==> src/rtl/float_pkg.sv <==
// Shared definitions for the pipelined ExMy adder: format widths, field helpers and
// the stage-register structs. The stage structs are sized from FpExpW/FpManW, so a
// different format is selected here and the adder's parameters follow these defaults.
package float_pkg;

  localparam int unsigned FpExpW = 4;
  localparam int unsigned FpManW = 3;
  localparam int unsigned FpW    = 1 + FpExpW + FpManW;
  // Hidden bit + stored mantissa + guard/round/sticky.
  localparam int unsigned ExtW   = FpManW + 4;
  // ExtW plus a carry bit.
  localparam int unsigned SumW   = ExtW + 1;
  localparam int unsigned LzW    = $clog2(ExtW + 1);

  function automatic int exp_bias(input int unsigned exp_w);
    return (1 << (exp_w - 1)) - 1;
  endfunction

  function automatic int exp_max(input int unsigned exp_w);
    return (1 << exp_w) - 1;
  endfunction

  function automatic logic get_sign(input logic [FpW-1:0] x);
    return x[FpW-1];
  endfunction

  function automatic logic [FpExpW-1:0] get_exp(input logic [FpW-1:0] x);
    return x[FpW-2 -: FpExpW];
  endfunction

  function automatic logic [FpManW-1:0] get_man(input logic [FpW-1:0] x);
    return x[FpManW-1:0];
  endfunction

  function automatic logic [FpW-1:0] pack_fp(input logic s, input logic [FpExpW-1:0] e,
                                             input logic [FpManW-1:0] m);
    return {s, e, m};
  endfunction

  // Aligned operands: larger magnitude in *_l, smaller one already shifted.
  typedef struct packed {
    logic              sign_l;
    logic              sign_s;
    logic              zero_sign;  // sign to use if both inputs were zero
    logic [FpExpW-1:0] exp_l;
    logic [ExtW-1:0]   man_l;
    logic [ExtW-1:0]   man_s;
  } s1_reg_t;

  // Raw magnitude sum before normalisation.
  typedef struct packed {
    logic              sign;
    logic              zero_sign;
    logic [FpExpW-1:0] exp;
    logic [SumW-1:0]   sum;
  } s2_reg_t;

endpackage

==> src/rtl/fp_lzc.sv <==
// Combinational leading-zero counter; an all-zero input reports WIDTH.
module fp_lzc #(
  parameter int unsigned WIDTH = 8,
  parameter int unsigned CNT_W = $clog2(WIDTH + 1)
) (
  input  logic [WIDTH-1:0] data,
  output logic [CNT_W-1:0] count
);

  // Scan upward so the highest set bit gives the final count.
  always_comb begin
    count = CNT_W'(WIDTH);
    for (int i = 0; i < WIDTH; i++) begin
      if (data[i]) count = CNT_W'(WIDTH - 1 - i);
    end
  end

endmodule

==> src/rtl/float_adder_pipe.sv <==
// Three-stage ExMy adder/subtractor with valid/ready flow control.
// S1 aligns, S2 adds, S3 normalises, rounds and saturates into the output register.
// Define FLOAT_ADDER_RNE_EN for round-to-nearest-even; otherwise results truncate.
module float_adder_pipe
  import float_pkg::*;
#(
  parameter int unsigned EXP_W = FpExpW,
  parameter int unsigned MAN_W = FpManW
) (
  input  logic               clk,
  input  logic               rst_n,
  input  logic               in_valid,
  output logic               in_ready,
  input  logic               in_sub,
  input  logic [EXP_W+MAN_W:0] in_a,
  input  logic [EXP_W+MAN_W:0] in_b,
  output logic               out_valid,
  input  logic               out_ready,
  output logic [EXP_W+MAN_W:0] out_y,
  output logic               out_ovf
);

  logic v1_q, v2_q, v3_q;
  logic adv1, adv2, adv3;
  s1_reg_t s1_d, s1_q;
  s2_reg_t s2_d, s2_q;

  // Each stage loads when empty or when its content moves downstream.
  assign adv3      = !v3_q || out_ready;
  assign adv2      = !v2_q || adv3;
  assign adv1      = !v1_q || adv2;
  assign in_ready  = adv1;
  assign out_valid = v3_q;

  // ---------------- S1: order by magnitude and align the smaller operand
  logic             sign_a, sign_b, zero_a, zero_b, swap;
  logic             sign_l, sign_s, zero_l, zero_s;
  logic [EXP_W-1:0] exp_a, exp_b, exp_l, exp_s, exp_d;
  logic [MAN_W-1:0] man_a, man_b, man_l, man_s;
  logic [EXP_W+MAN_W-1:0] mag_a, mag_b;
  logic [ExtW-1:0]  ext_s, lost_mask, aligned;

  // Zero operands compare as magnitude 0 so the nonzero one always becomes "larger".
  always_comb begin
    sign_a = get_sign(in_a);
    sign_b = get_sign(in_b) ^ in_sub;
    exp_a  = get_exp(in_a);
    exp_b  = get_exp(in_b);
    man_a  = get_man(in_a);
    man_b  = get_man(in_b);
    zero_a = (exp_a == '0);
    zero_b = (exp_b == '0);
    mag_a  = zero_a ? '0 : {exp_a, man_a};
    mag_b  = zero_b ? '0 : {exp_b, man_b};
    swap   = (mag_b > mag_a);
    sign_l = swap ? sign_b : sign_a;
    sign_s = swap ? sign_a : sign_b;
    exp_l  = swap ? exp_b : exp_a;
    exp_s  = swap ? exp_a : exp_b;
    man_l  = swap ? man_b : man_a;
    man_s  = swap ? man_a : man_b;
    zero_l = swap ? zero_b : zero_a;
    zero_s = swap ? zero_a : zero_b;
    exp_d  = exp_l - exp_s;
    ext_s  = {1'b1, man_s, 3'b000};
    lost_mask = (ExtW'(1) << exp_d) - ExtW'(1);
    if (zero_s) begin
      aligned = '0;
    end else if (int'(exp_d) >= int'(ExtW) - 1) begin
      aligned = ExtW'(1);
    end else begin
      aligned    = ext_s >> exp_d;
      aligned[0] = aligned[0] | (|(ext_s & lost_mask));
    end
    s1_d.sign_l    = sign_l;
    s1_d.sign_s    = sign_s;
    s1_d.zero_sign = zero_a & zero_b & sign_a & sign_b;
    s1_d.exp_l     = exp_l;
    s1_d.man_l     = zero_l ? '0 : {1'b1, man_l, 3'b000};
    s1_d.man_s     = aligned;
  end

  // S1 register.
  always_ff @(posedge clk or negedge rst_n) begin
    if (!rst_n) begin
      v1_q <= 1'b0;
      s1_q <= '0;
    end else if (adv1) begin
      v1_q <= in_valid;
      if (in_valid) s1_q <= s1_d;
    end
  end

  // ---------------- S2: magnitude add/subtract (man_l >= man_s by construction)
  always_comb begin
    s2_d.sign      = s1_q.sign_l;
    s2_d.zero_sign = s1_q.zero_sign;
    s2_d.exp       = s1_q.exp_l;
    if (s1_q.sign_l ^ s1_q.sign_s) s2_d.sum = {1'b0, s1_q.man_l} - {1'b0, s1_q.man_s};
    else                           s2_d.sum = {1'b0, s1_q.man_l} + {1'b0, s1_q.man_s};
  end

  // S2 register.
  always_ff @(posedge clk or negedge rst_n) begin
    if (!rst_n) begin
      v2_q <= 1'b0;
      s2_q <= '0;
    end else if (adv2) begin
      v2_q <= v1_q;
      if (v1_q) s2_q <= s2_d;
    end
  end

  // ---------------- S3: normalise, round, saturate
  logic [LzW-1:0]     lz;
  logic [ExtW-1:0]    norm;
  logic [MAN_W-1:0]   man_out;
  logic [EXP_W+MAN_W:0] y_d;
  logic               ovf_d;
  int                 exp_n, exp_r;

  fp_lzc #(
    .WIDTH(ExtW)
  ) u_lzc (
    .data (s2_q.sum[ExtW-1:0]),
    .count(lz)
  );

`ifdef FLOAT_ADDER_RNE_EN
  logic             rnd_inc;
  logic [MAN_W+1:0] sig_r;
  logic             unused_sig_r;
  assign unused_sig_r = sig_r[MAN_W];
`else
  logic             unused_norm;
  assign unused_norm = ^{norm[ExtW-1], norm[2:0]};
`endif

  // Underflow is judged on the normalised exponent, before the rounding carry.
  always_comb begin
    y_d   = '0;
    ovf_d = 1'b0;
    if (s2_q.sum[ExtW]) begin
      norm    = s2_q.sum[ExtW:1];
      norm[0] = s2_q.sum[1] | s2_q.sum[0];
      exp_n   = int'(s2_q.exp) + 1;
    end else begin
      norm  = s2_q.sum[ExtW-1:0] << lz;
      exp_n = int'(s2_q.exp) - int'(lz);
    end
`ifdef FLOAT_ADDER_RNE_EN
    rnd_inc = norm[2] & (norm[1] | norm[0] | norm[3]);
    sig_r   = {1'b0, norm[ExtW-1:3]} + (MAN_W+2)'(rnd_inc);
    if (sig_r[MAN_W+1]) begin
      exp_r   = exp_n + 1;
      man_out = '0;
    end else begin
      exp_r   = exp_n;
      man_out = sig_r[MAN_W-1:0];
    end
`else
    exp_r   = exp_n;
    man_out = norm[ExtW-2:3];
`endif
    if (s2_q.sum == '0) begin
      y_d = pack_fp(s2_q.zero_sign, '0, '0);
    end else if (exp_n <= 0) begin
      y_d = pack_fp(s2_q.sign, '0, '0);
    end else if (exp_r > exp_max(EXP_W)) begin
      y_d   = pack_fp(s2_q.sign, '1, '1);
      ovf_d = 1'b1;
    end else begin
      y_d = pack_fp(s2_q.sign, exp_r[EXP_W-1:0], man_out);
    end
  end

  // Output register; holds while the consumer stalls.
  always_ff @(posedge clk or negedge rst_n) begin
    if (!rst_n) begin
      v3_q    <= 1'b0;
      out_y   <= '0;
      out_ovf <= 1'b0;
    end else if (adv3) begin
      v3_q <= v2_q;
      if (v2_q) begin
        out_y   <= y_d;
        out_ovf <= ovf_d;
      end
    end
  end

endmodule

==> config.mk <==
export PLATFORM = sky130hd
export DESIGN_NAME = float_adder_pipe
export DESIGN_NICKNAME = d
export VERILOG_FILES = /design/src/rtl/float_pkg.sv /design/src/rtl/fp_lzc.sv /design/src/rtl/float_adder_pipe.sv
export SDC_FILE = /design/constraint.sdc
export NUM_CORES = 1
export LEC_CHECK = 0
export ABC_AREA = 1
export CORE_MARGIN = 2
export CORE_UTILIZATION = 40
export DETAILED_ROUTE_END_ITERATION = 10
export DONT_BUFFER_PORTS = 1
export PLACE_DENSITY_LB_ADDON = 0.12
export SYNTH_ARGS = -nofsm -noshare
export SYNTH_HDL_FRONTEND = slang
export SYNTH_SLANG_ARGS = --single-unit
==> constraint.sdc <==
create_clock -name clk -period 4.33 [get_ports clk]
set_clock_uncertainty 0.05 [all_clocks]
set_input_delay 1.299 -clock clk [delete_from_list [all_inputs] [get_ports clk]]
set_output_delay 1.299 -clock clk [all_outputs]
set_load 0.01 [all_outputs]
==> flow_results.xml <==
<?xml version="1.0" encoding="UTF-8"?>
<metrics>
  <group name="status">
    <metric name="run_status" unit="">finished, final reports clean</metric>
  </group>
  <group name="power">
    <metric name="irDropWorstVdd" unit="mV">0.207</metric>
    <metric name="power.net_switching" unit="mW">0.906</metric>
    <metric name="power_per_cell_area" unit="nW/um2">571</metric>
    <metric name="power.share.sequential" unit="">0.336</metric>
    <metric name="design_power_total" unit="mW">2.01</metric>
    <metric name="switching_share" unit="">0.451</metric>
    <metric name="internal_power" unit="mW">1.10</metric>
    <metric name="power.combinational.fraction" unit="">0.498</metric>
    <metric name="leakage" unit="nW">1.82</metric>
    <metric name="power.clock.fraction" unit="">0.165</metric>
  </group>
  <group name="logic_synthesis">
    <metric name="yosysSeqAreaShare" unit="">0.335</metric>
    <metric name="synth_ff_type" unit="">sky130_fd_sc_hd__dfrtp_1</metric>
    <metric name="synth_top_area_frac" unit="">0.335</metric>
    <metric name="post_synth_inst_count" unit="">470</metric>
    <metric name="synth_most_common_cell" unit="">sky130_fd_sc_hd__nand2_1</metric>
    <metric name="edff_count_synth" unit="">0</metric>
    <metric name="avgSynthCellArea" unit="um2">7.00</metric>
    <metric name="yosys.area.top_type" unit="">sky130_fd_sc_hd__dfrtp_1</metric>
    <metric name="yosys-top-cells-count" unit="">sky130_fd_sc_hd__nand2_1, sky130_fd_sc_hd__inv_1, sky130_fd_sc_hd__dfrtp_1</metric>
    <metric name="mappedNetlistArea" unit="um2">3290</metric>
    <metric name="synth_warnings" unit="">0</metric>
    <metric name="synthesized_netlist_net_count" unit="">510</metric>
    <metric name="synth.ff_latch_count" unit="">44</metric>
    <metric name="ys_async_sr_fraction" unit="">1.00</metric>
    <metric name="synth_area_leaders" unit="">sky130_fd_sc_hd__dfrtp_1, sky130_fd_sc_hd__nand2_1, sky130_fd_sc_hd__inv_1, sky130_fd_sc_hd__ha_1, sky130_fd_sc_hd__o21ai_0</metric>
    <metric name="synth.lib_cells_used.distinct" unit="">45</metric>
  </group>
  <group name="global_route">
    <metric name="grt_use_total" unit="">0.171</metric>
    <metric name="grt-ovfl-total" unit="">0</metric>
    <metric name="maximum_number_of_pins_on_one_net_before_global_route_repair" unit="">45</metric>
    <metric name="grt_antenna_before_repair" unit="">0</metric>
    <metric name="via_count_of_the_first_global_routing_pass" unit="">2726</metric>
    <metric name="global_route_wire_length_before_repair" unit="um">12300</metric>
  </group>
  <group name="routing">
    <metric name="drt_pass1_iterations" unit="">4</metric>
    <metric name="detail_route.wl_per_cell" unit="um">12.6</metric>
    <metric name="num_vias" unit="">2873</metric>
    <metric name="initialDrtViolationCount" unit="">76</metric>
    <metric name="drt-vias-per-instance" unit="">5.00</metric>
    <metric name="routed_wl" unit="um">7230</metric>
    <metric name="route.detailed.drc" unit="">0</metric>
    <metric name="ant_nets" unit="">0</metric>
  </group>
  <group name="timing">
    <metric name="timing.fmax" unit="MHz">266</metric>
    <metric name="timing_hold_violations_final" unit="">0</metric>
    <metric name="fin_crit" unit="ps">3760</metric>
    <metric name="final_max_slew_viol_count" unit="">0</metric>
    <metric name="worst_slew_pin_tran" unit="ps">437</metric>
    <metric name="finalSetupViolCount" unit="">0</metric>
    <metric name="finalCritPeriodShare" unit="">0.867</metric>
    <metric name="grt_setup_unrepaired" unit="">false</metric>
    <metric name="slew_headroom" unit="">0.708</metric>
    <metric name="timing.setup.tns" unit="ps">0</metric>
  </group>
  <group name="layout">
    <metric name="final_util" unit="">0.434</metric>
    <metric name="stdcell_area" unit="um2">3510</metric>
    <metric name="num-nets-final" unit="">509</metric>
    <metric name="drive_gt1_frac" unit="">0.0872</metric>
    <metric name="n_antenna_cell" unit="">0</metric>
    <metric name="syn2layout_area_growth" unit="%">6.81</metric>
  </group>
  <group name="setup_path">
    <metric name="timing.rr.end" unit="">out_y[5]$_DFFE_PN0P_</metric>
    <metric name="path_cells" unit="">nor4_1 &gt; inv_1 &gt; nand2_1 &gt; ha_1 &gt; a21oi_1 &gt; nand2_1 &gt; nand2_1 &gt; nand2_4 &gt; nand3_1 &gt; nand3_2 &gt; ha_1 &gt; inv_1 &gt; o21ai_0 &gt; nor2_1 &gt; nand3_1 &gt; nand2_1 &gt; nand3_1 &gt; nand2_1 &gt; nand2_1</metric>
    <metric name="worst-setup-path-type" unit="">input pin to flop</metric>
    <metric name="worst_setup_path_start_kind" unit="">input pin</metric>
    <metric name="critical_path.max_fanout" unit="">6</metric>
    <metric name="r2r_slack" unit="ps">1610</metric>
    <metric name="end_kind" unit="">flop</metric>
    <metric name="worstSetupPathDepth" unit="">19</metric>
    <metric name="timing.critical_path.max_delay_family" unit="">simple AND/OR/NAND/NOR gates</metric>
    <metric name="cp_common_cell" unit="">sky130_fd_sc_hd__nand2_1</metric>
    <metric name="slowest_delay" unit="ps">390</metric>
    <metric name="r2r_cells" unit="">14</metric>
    <metric name="startpoint_of_the_worst_register_to_register_path" unit="">s2_q[0]$_DFFE_PN0P_</metric>
    <metric name="cp.required" unit="ps">4470</metric>
    <metric name="worst_path_max_delay_cell" unit="">sky130_fd_sc_hd__nor4_1</metric>
    <metric name="timing.critical_path.arrival" unit="ps">3890</metric>
    <metric name="critPathBufInv" unit="">2</metric>
  </group>
  <group name="clock_tree">
    <metric name="clk_transition_reported_paths" unit="ps">90</metric>
    <metric name="tritoncts" unit="">built</metric>
    <metric name="clkLatencyLatePin" unit="ps">290</metric>
    <metric name="clock_buffer_count_from_cts" unit="">5</metric>
    <metric name="cts_hold_buf" unit="">0</metric>
    <metric name="clock_root_buffer" unit="">sky130_fd_sc_hd__clkbuf_8</metric>
    <metric name="postCtsSetupBuffers" unit="">0</metric>
    <metric name="number_of_sinks_on_the_clock_net" unit="">44</metric>
    <metric name="cts_htree_levels" unit="">2</metric>
    <metric name="ctsLongestPathBuffers" unit="">2</metric>
    <metric name="ctsResizeCount" unit="">0</metric>
  </group>
  <group name="placed_design">
    <metric name="routabilityCongestion" unit="">0.871</metric>
    <metric name="dpl.hpwl" unit="um">5720</metric>
    <metric name="placed_area" unit="um2">3390</metric>
    <metric name="buffer_ports.inserted" unit="">0</metric>
  </group>
  <group name="min_path">
    <metric name="hold_start" unit="">s1_q[16]$_DFFE_PN0P_</metric>
    <metric name="hold-path-cell-count" unit="">2</metric>
    <metric name="timing.hold.worst_endpoint" unit="">s2_q[10]$_DFFE_PN0P_</metric>
    <metric name="hold_path_class" unit="">flop to flop</metric>
  </group>
  <group name="die">
    <metric name="core.rowCount" unit="">33</metric>
    <metric name="floorplan.initialDensity" unit="">0.407</metric>
    <metric name="design.die.area" unit="um2">8970</metric>
    <metric name="die_x" unit="um">94.7</metric>
    <metric name="pin_count" unit="">32</metric>
    <metric name="die_height" unit="um">94.7</metric>
    <metric name="coreArea" unit="um2">8090</metric>
  </group>
  <group name="flow_run">
    <metric name="timing.max_cap.violations" unit="">0</metric>
  </group>
</metrics>
## cells by family after synthesis
group                    after synthesis  share of synthesized area
multiplexers                           1                    0.00304
XOR/XNOR                               8                     0.0213
buffers and inverters                 88                      0.105
flip-flops                            44                      0.335
AND/OR/NAND/NOR                      225                      0.308
AO/OA/AOI/OAI                         85                      0.154
adder cells (fa/ha/maj)               19                     0.0745
## stage by stage
stage               hold slack [ps]  instances  setup slack, ps
floorplan                       393        470              403
global placement                424        567              364
detailed placement              427        567              294
CTS                             447        575              605
global route                    467        575              250
finish                          441        575              574
## worst max-delay path by stage
stage	endpoint	start	slack, ps
global route	s1_q[0]$_DFFE_PN0P_	in_a[6]	250
global placement	s1_q[0]$_DFFE_PN0P_	in_a[6]	360
detailed placement	s1_q[0]$_DFFE_PN0P_	in_a[6]	290
finish	s1_q[0]$_DFFE_PN0P_	in_a[6]	570
floorplan	s1_q[0]$_DFFE_PN0P_	in_b[5]	400
CTS	s1_q[0]$_DFFE_PN0P_	in_a[6]	600
## sequential cells by signal (all words and copies together), names as in the netlist
signal     cells
out_ovf        1
out_valid      1
s2_q          14
out_y          8
v2_q           1
s1_q          18
v1_q           1
## power by group through the flow
stage          Clock (mW)  Sequential [mW]  Combinational (mW)
2_1_floorplan           0            0.642               0.836
4_1_cts             0.345            0.676                1.01
3_3_place_gp            0            0.681               0.990
3_5_place_dp            0            0.684                1.00
5_1_grt             0.368            0.695                1.16
6_report            0.331            0.675                1.00
## layout make-up
type,count,area [um2]
fill,873,4580
multi-input combinational,338,1850
sequential,44,1100
inverter,76,285
tap,105,131
clock buffer,6,82.6
clock inverter,2,38.8
timing repair buffer,4,30.0
## routing by layer
metal | GRT usage | up-vias | routed length, um
met5 | 0 | - | 0
met4 | 0.0447 | 0 | 85
met3 | 0.0415 | 6 | 264
met2 | 0.315 | 43 | 3590
met1 | 0.198 | 1314 | 3290
li1 | - | 1510 | -
## cell usage in the layout, fill, tap and decap left out, types with 11 or more instances in the layout
cell,instances
sky130_fd_sc_hd__nand3_1,32
sky130_fd_sc_hd__o21ai_0,42
sky130_fd_sc_hd__nor2_1,33
sky130_fd_sc_hd__ha_1,18
sky130_fd_sc_hd__inv_1,74
sky130_fd_sc_hd__dfrtp_1,44
sky130_fd_sc_hd__nand2_1,130
sky130_fd_sc_hd__a21oi_1,11
## worst reg2reg max path, stage by stage, from the launching register on
cell and delay, ps:
sky130_fd_sc_hd__dfrtp_1 450, sky130_fd_sc_hd__inv_2 70, sky130_fd_sc_hd__o21ai_0 140, sky130_fd_sc_hd__nand2_1 70, sky130_fd_sc_hd__nand2_1 70, sky130_fd_sc_hd__nand2_2 120
sky130_fd_sc_hd__ha_1 240, sky130_fd_sc_hd__fa_1 390, sky130_fd_sc_hd__nor2_1 160, sky130_fd_sc_hd__nor4_1 70, sky130_fd_sc_hd__nor3_2 270, sky130_fd_sc_hd__o21ai_0 190
sky130_fd_sc_hd__o22ai_2 190, sky130_fd_sc_hd__o21ai_0 130, sky130_fd_sc_hd__nand2_1 70
Note: power is estimated with default switching activity, not from simulation.
